`config.mk`:
```
export PLATFORM = sky130hd
export DESIGN_NAME = cond_branch_unit
export DESIGN_NICKNAME = d
export VERILOG_FILES = /design/src/rtl/cond_pkg.sv /design/src/rtl/cond_eval.sv /design/src/rtl/cond_branch_unit.sv
export SDC_FILE = /design/constraint.sdc
export NUM_CORES = 1
export LEC_CHECK = 0
export BUFFER_PORTS_ARGS = -buffer_cell sky130_fd_sc_hd__buf_2
export CAP_MARGIN = 15
export CORE_MARGIN = 2
export CORE_UTILIZATION = 44
export DETAILED_ROUTE_END_ITERATION = 6
export MAX_ROUTING_LAYER = met4
export PLACE_DENSITY = 0.8
export SYNTH_ARGS = -nofsm -noshare
export SYNTH_HDL_FRONTEND = slang
export SYNTH_SLANG_ARGS = --single-unit
```
`constraint.sdc`:
```
create_clock -name clk -period 1.8 [get_ports clk]
set_clock_uncertainty 0.2 [all_clocks]
set_input_delay 0.36 -clock clk [delete_from_list [all_inputs] [get_ports clk]]
set_output_delay 0.36 -clock clk [all_outputs]
set_load 0.02 [all_outputs]
```
`src/rtl/cond_pkg.sv`:
```
// Shared definitions for the conditional-branch logic: LEGv8 condition codes,
// branch kinds, NZCV bit positions and the branch unit's FSM states.
package cond_pkg;

  typedef enum logic [3:0] {
    COND_EQ = 4'h0,
    COND_NE = 4'h1,
    COND_HS = 4'h2,
    COND_LO = 4'h3,
    COND_MI = 4'h4,
    COND_PL = 4'h5,
    COND_VS = 4'h6,
    COND_VC = 4'h7,
    COND_HI = 4'h8,
    COND_LS = 4'h9,
    COND_GE = 4'hA,
    COND_LT = 4'hB,
    COND_GT = 4'hC,
    COND_LE = 4'hD,
    COND_AL = 4'hE,
    COND_NV = 4'hF
  } cond_e;

  typedef enum logic [1:0] {
    BR_COND   = 2'b00,
    BR_CBZ    = 2'b01,
    BR_CBNZ   = 2'b10,
    BR_UNCOND = 2'b11
  } br_type_e;

  // NZCV register is packed as {N,Z,C,V}
  localparam int unsigned FLAG_N = 3;
  localparam int unsigned FLAG_Z = 2;
  localparam int unsigned FLAG_C = 1;
  localparam int unsigned FLAG_V = 0;

  typedef enum logic {
    ST_IDLE = 1'b0,
    ST_PEND = 1'b1
  } state_e;

endpackage

```
`src/rtl/cond_eval.sv`:
```
// Combinational LEGv8 condition-code decoder; kept standalone so a later
// conditional-select unit can reuse it.
module cond_eval
  import cond_pkg::*;
(
  input  logic [3:0] cond,
  input  logic [3:0] nzcv,
  output logic       pass
);

  logic n, z, c, v;

  assign n = nzcv[FLAG_N];
  assign z = nzcv[FLAG_Z];
  assign c = nzcv[FLAG_C];
  assign v = nzcv[FLAG_V];

  always_comb begin
    pass = 1'b1;
    case (cond_e'(cond))
      COND_EQ: pass = z;
      COND_NE: pass = !z;
      COND_HS: pass = c;
      COND_LO: pass = !c;
      COND_MI: pass = n;
      COND_PL: pass = !n;
      COND_VS: pass = v;
      COND_VC: pass = !v;
      COND_HI: pass = c & !z;
      COND_LS: pass = !c | z;
      COND_GE: pass = (n == v);
      COND_LT: pass = (n != v);
      COND_GT: pass = !z & (n == v);
      COND_LE: pass = z | (n != v);
      default: pass = 1'b1;
    endcase
  end

endmodule

```
`src/rtl/cond_branch_unit.sv`:
```
// NZCV flag register plus registered branch decision (latency 1).
// Define COND_BRANCH_FLAG_FWD_EN to forward same-cycle ALU flags instead of stalling.
module cond_branch_unit
  import cond_pkg::*;
(
  input  logic       clk,
  input  logic       reset,
  input  logic       flag_we,
  input  logic       alu_negative,
  input  logic       alu_zero,
  input  logic       alu_overflow,
  input  logic       alu_carry_out,
  input  logic       br_valid,
  input  logic [1:0] br_type,
  input  logic [3:0] br_cond,
  input  logic       cbz_zero,
  input  logic       flush,
  output logic [3:0] flags_q,
  output logic       taken,
  output logic       taken_valid,
  output logic       stall
);

  state_e     state, next_state;
  logic [3:0] alu_flags;
  logic [3:0] eval_flags;
  logic [3:0] eval_cond;
  logic [3:0] pend_cond;
  logic       hazard;
  logic       cond_pass;
  logic       capture;
  logic       dec_valid;
  logic       dec_taken;

  assign alu_flags = {alu_negative, alu_zero, alu_carry_out, alu_overflow};

`ifdef COND_BRANCH_FLAG_FWD_EN
  // The flag writer's result is visible to a B.cond in the same cycle, so no hazard exists
  assign eval_flags = flag_we ? alu_flags : flags_q;
  assign hazard     = 1'b0;
`else
  assign eval_flags = flags_q;
  assign hazard     = br_valid & flag_we & (br_type == BR_COND);
`endif

  assign eval_cond = (state == ST_PEND) ? pend_cond : br_cond;

  cond_eval u_cond_eval (
    .cond (eval_cond),
    .nzcv (eval_flags),
    .pass (cond_pass)
  );

  always_ff @(posedge clk or negedge reset) begin
    if (!reset) begin
      state <= ST_IDLE;
    end else begin
      state <= next_state;
    end
  end

  always_comb begin
    next_state = state;
    case (state)
      ST_IDLE: if (hazard && !flush) next_state = ST_PEND;
      ST_PEND: next_state = ST_IDLE;
      default: next_state = ST_IDLE;
    endcase
  end

  always_comb begin
    stall     = 1'b0;
    capture   = 1'b0;
    dec_valid = 1'b0;
    dec_taken = 1'b0;
    case (state)
      ST_IDLE: begin
        if (hazard) begin
          stall   = 1'b1;
          capture = 1'b1;
        end else if (br_valid) begin
          dec_valid = 1'b1;
          case (br_type)
            BR_COND: dec_taken = cond_pass;
            BR_CBZ:  dec_taken = cbz_zero;
            BR_CBNZ: dec_taken = !cbz_zero;
            default: dec_taken = 1'b1;
          endcase
        end
      end
      ST_PEND: begin
        // New requests are ignored here; the pending one resolves against the now-updated flags
        stall     = 1'b1;
        dec_valid = 1'b1;
        dec_taken = cond_pass;
      end
      default: ;
    endcase
    if (flush) dec_valid = 1'b0;
    if (!reset) stall = 1'b0;
  end

  always_ff @(posedge clk or negedge reset) begin
    if (!reset) begin
      flags_q     <= 4'b0000;
      pend_cond   <= 4'h0;
      taken       <= 1'b0;
      taken_valid <= 1'b0;
    end else begin
      if (flag_we) flags_q <= alu_flags;
      if (capture) pend_cond <= br_cond;
      taken_valid <= dec_valid;
      if (dec_valid) taken <= dec_taken;
    end
  end

endmodule

```
==> results.json <==
{
  "synth-seq-cells": 11,
  "start_kind": "flop",
  "min_delay_path_depth": 2,
  "n_fill_cell": 122,
  "synth_top_family_by_area": "multiplexers",
  "layout_common_cells": "21 x buf_2, 10 x dfrtp_1, 9 x buf_4, 6 x nand2_1, 6 x mux2_2",
  "leakage_nw": 0.4510,
  "r2r_cells": 6,
  "drt_pass1_iterations": 4,
  "via_per_inst": 5.540,
  "synth_fa_ha_area_frac": 0,
  "core_mm2": 0.001559,
  "synth_area_per_cell_um2": 10.06,
  "synth_top_cell_by_area": "dfrtp_1",
  "final_common_cell": "buf_2",
  "hold_path_end": "state",
  "drv_cap": 0,
  "port_buffers": 22,
  "power_density_mw_per_mm2": 695.9,
  "regArea_um2": 276.5,
  "crit_arrival_ns": 1.85,
  "hp-class": "in2reg",
  "setup_viol": 1,
  "path_clk_slew_ns": 0.07,
  "grt.overflow.total": 0,
  "initial_core_util": 0.4839,
  "syn_inst": 75,
  "r2r_slack_ns": -0.1,
  "synth_compound_area_frac": 0.1559,
  "vias": 687,
  "violations": "negative setup slack",
  "gr-usage-all-layers": 0.1995,
  "yosysSeqAreaShare": 0.3648,
  "cts_root_buf": "clkbuf_4",
  "drt_iter0_markers": 10,
  "setup_slack_ns": -0.09970,
  "period_share": 1.055,
  "synth.area.mux_share": 0.2637,
  "grt_pass1_vias": 637,
  "ioPinCount": 23,
  "drv_slew": 0,
  "drive_above_1_share": 0.4352,
  "placementRows": 14,
  "diodes": 0,
  "relSlewSlack": 0.8060,
  "hold_violations": 0,
  "gp_congestion": 0.9253,
  "cts_setup_buffers": 0,
  "cp-startpoint": "state",
  "finalCriticalPeriod_ns": 1.900,
  "outcome": "finished, violations left",
  "route.detailed.drc": 0,
  "yosys-top-cells-area": "dfrtp_1 36%, mux2_2 9.0%, mux2i_1 6.6%, mux2_1 6.0%, mux2i_4 3.0%",
  "wl_um": 1675,
  "cts_tree": "yes",
  "dieWidth_um": 45.41,
  "synth_xor_area_frac": 0.03483,
  "worstPathRequired_ns": 1.75,
  "reg2reg_to": "taken",
  "rsz0062_at_grt": "yes",
  "crit_fanout": 12,
  "dieHeight_um": 45.41,
  "die-area_mm2": 0.002062,
  "grt_max_degree": 13,
  "area_growth_pct": 31.67,
  "antenna_found_initial": 0,
  "cts_buffers": 3,
  "cts_buffer_depth": 2,
  "max_freq_ghz": 0.5264,
  "nets": 125,
  "placed_cells": 119,
  "min_from": "flush",
  "final_cells": 124,
  "synth_cell_type_count": 32,
  "multi_input_area_um2": 465.4,
  "cts_sinks": 11,
  "path_class": "reg2reg",
  "synthSimpleGateAreaFrac": 0.1393,
  "clock_latency_ns": 0.27,
  "dp_slack_ns": -0.1294,
  "netlist_area_um2": 754.5,
  "crit-reg2reg-launch": "state",
  "ant_nets": 0,
  "hpwl_um": 1332,
  "ys_warn_count": 0,
  "syn-num-nets": 91,
  "h-tree-depth": 1,
  "grt_pass1_wl_um": 2849,
  "ir_drop_mv": 0.4346,
  "worstMarginPinSlew_ns": 0.2890,
  "worst_setup_path_end_kind": "flop",
  "synth.top_cell.area_share": 0.3648,
  "wl_per_cell_um": 13.51
}
-- critical path, stage by stage (launching register included) --
cell and delay (ns):
dfrtp_2 0.45, buf_4 0.19, and3_1 0.16, a211oi_1 0.27
a2111o_1 0.15, nand4_1 0.10, o31a_1 0.26
-- layer usage --
layer  global-route usage  wire (um)  up-vias
met5                    -          0        -
met1               0.2519        774      322
met4              0.08235         15        0
met2               0.3183        779       21
li1                     -          -      342
met3              0.02778        106        2
-- final cells by class --
class                   instances  area share
flip-flops and latches         11      0.2783
well taps                      16     0.02015
multi-input cells              58      0.4685
repair buffers                 32      0.1952
inverters                       3     0.01134
clock buffers                   4     0.02645
-- cells by family after synthesis --
family | after synthesis
mux | 17
simple gates | 22
xor+xnor | 3
flops | 11
buf+inv | 6
compound gates | 16
-- flip-flops by register name, summed over array words and instances, names as in the netlist --
name / cells
pend_cond: 4
state: 1
taken: 1
flags_q: 4
taken_valid: 1
-- stage by stage --
step / cell area [um2] / util / hold slack [ns] / TNS, ns / power, mW
finish: 993.5 / 0.6372 / 0.05646 / -0.09970 / 0.6913
global route: 993.5 / 0.6372 / 0.05774 / -0.1749 / 0.7345
CTS: 982.2 / 0.6300 / 0.05386 / -0.08346 / 0.6939
detailed placement: 940.9 / 0.6035 / 0.1034 / -0.1294 / 0.5204
global placement: 940.9 / 0.6035 / 0.1101 / -0.03270 / 0.5113
floorplan: 763.2 / - / -0.1356 / -0.005189 / 0.4416
-- Yosys cell counts (all sizes together) --
master / count
dfrtp: 11
and3: 1
a21oi: 3
o31a: 1
clkbuf: 1
xnor2: 2
nand2: 6
a32oi: 1
or2: 1
o21ai: 4
inv: 3
nor3b: 1
a2111o: 1
nor2b: 1
nor2: 5
nor3: 3
mux2: 10
nand4: 1
buf: 2
nand3: 2
mux2i: 7
a211oi: 2
o32a: 2
a21boi: 2
xor2: 1
nand2b: 1
-- repair_timing --
item | 4_1_cts | 5_1_grt
pin swaps | 0 | 0
hold buffers | 1 | 0
setup endpoints to repair | 2 | 2
gates resized for setup | 3 | 4
endpoints found under the hold margin | 11 | 0
-- how the worst max path moves through the flow --
stage	cells after the start	to	slack, ns
2_1_floorplan	4	stall	-0.005
3_3_place_gp	6	taken	-0.03
3_5_place_dp	6	taken	-0.13
4_1_cts	6	taken	-0.08
5_1_grt	6	taken	-0.17
6_report	6	taken	-0.1
-- where the power goes --
group,internal [mW],switching (mW)
sequential,0.282,0.0443
combinational,0.0985,0.0969
clock,0.0858,0.0837
total,0.466,0.225
(Power assumes the default switching activity.)
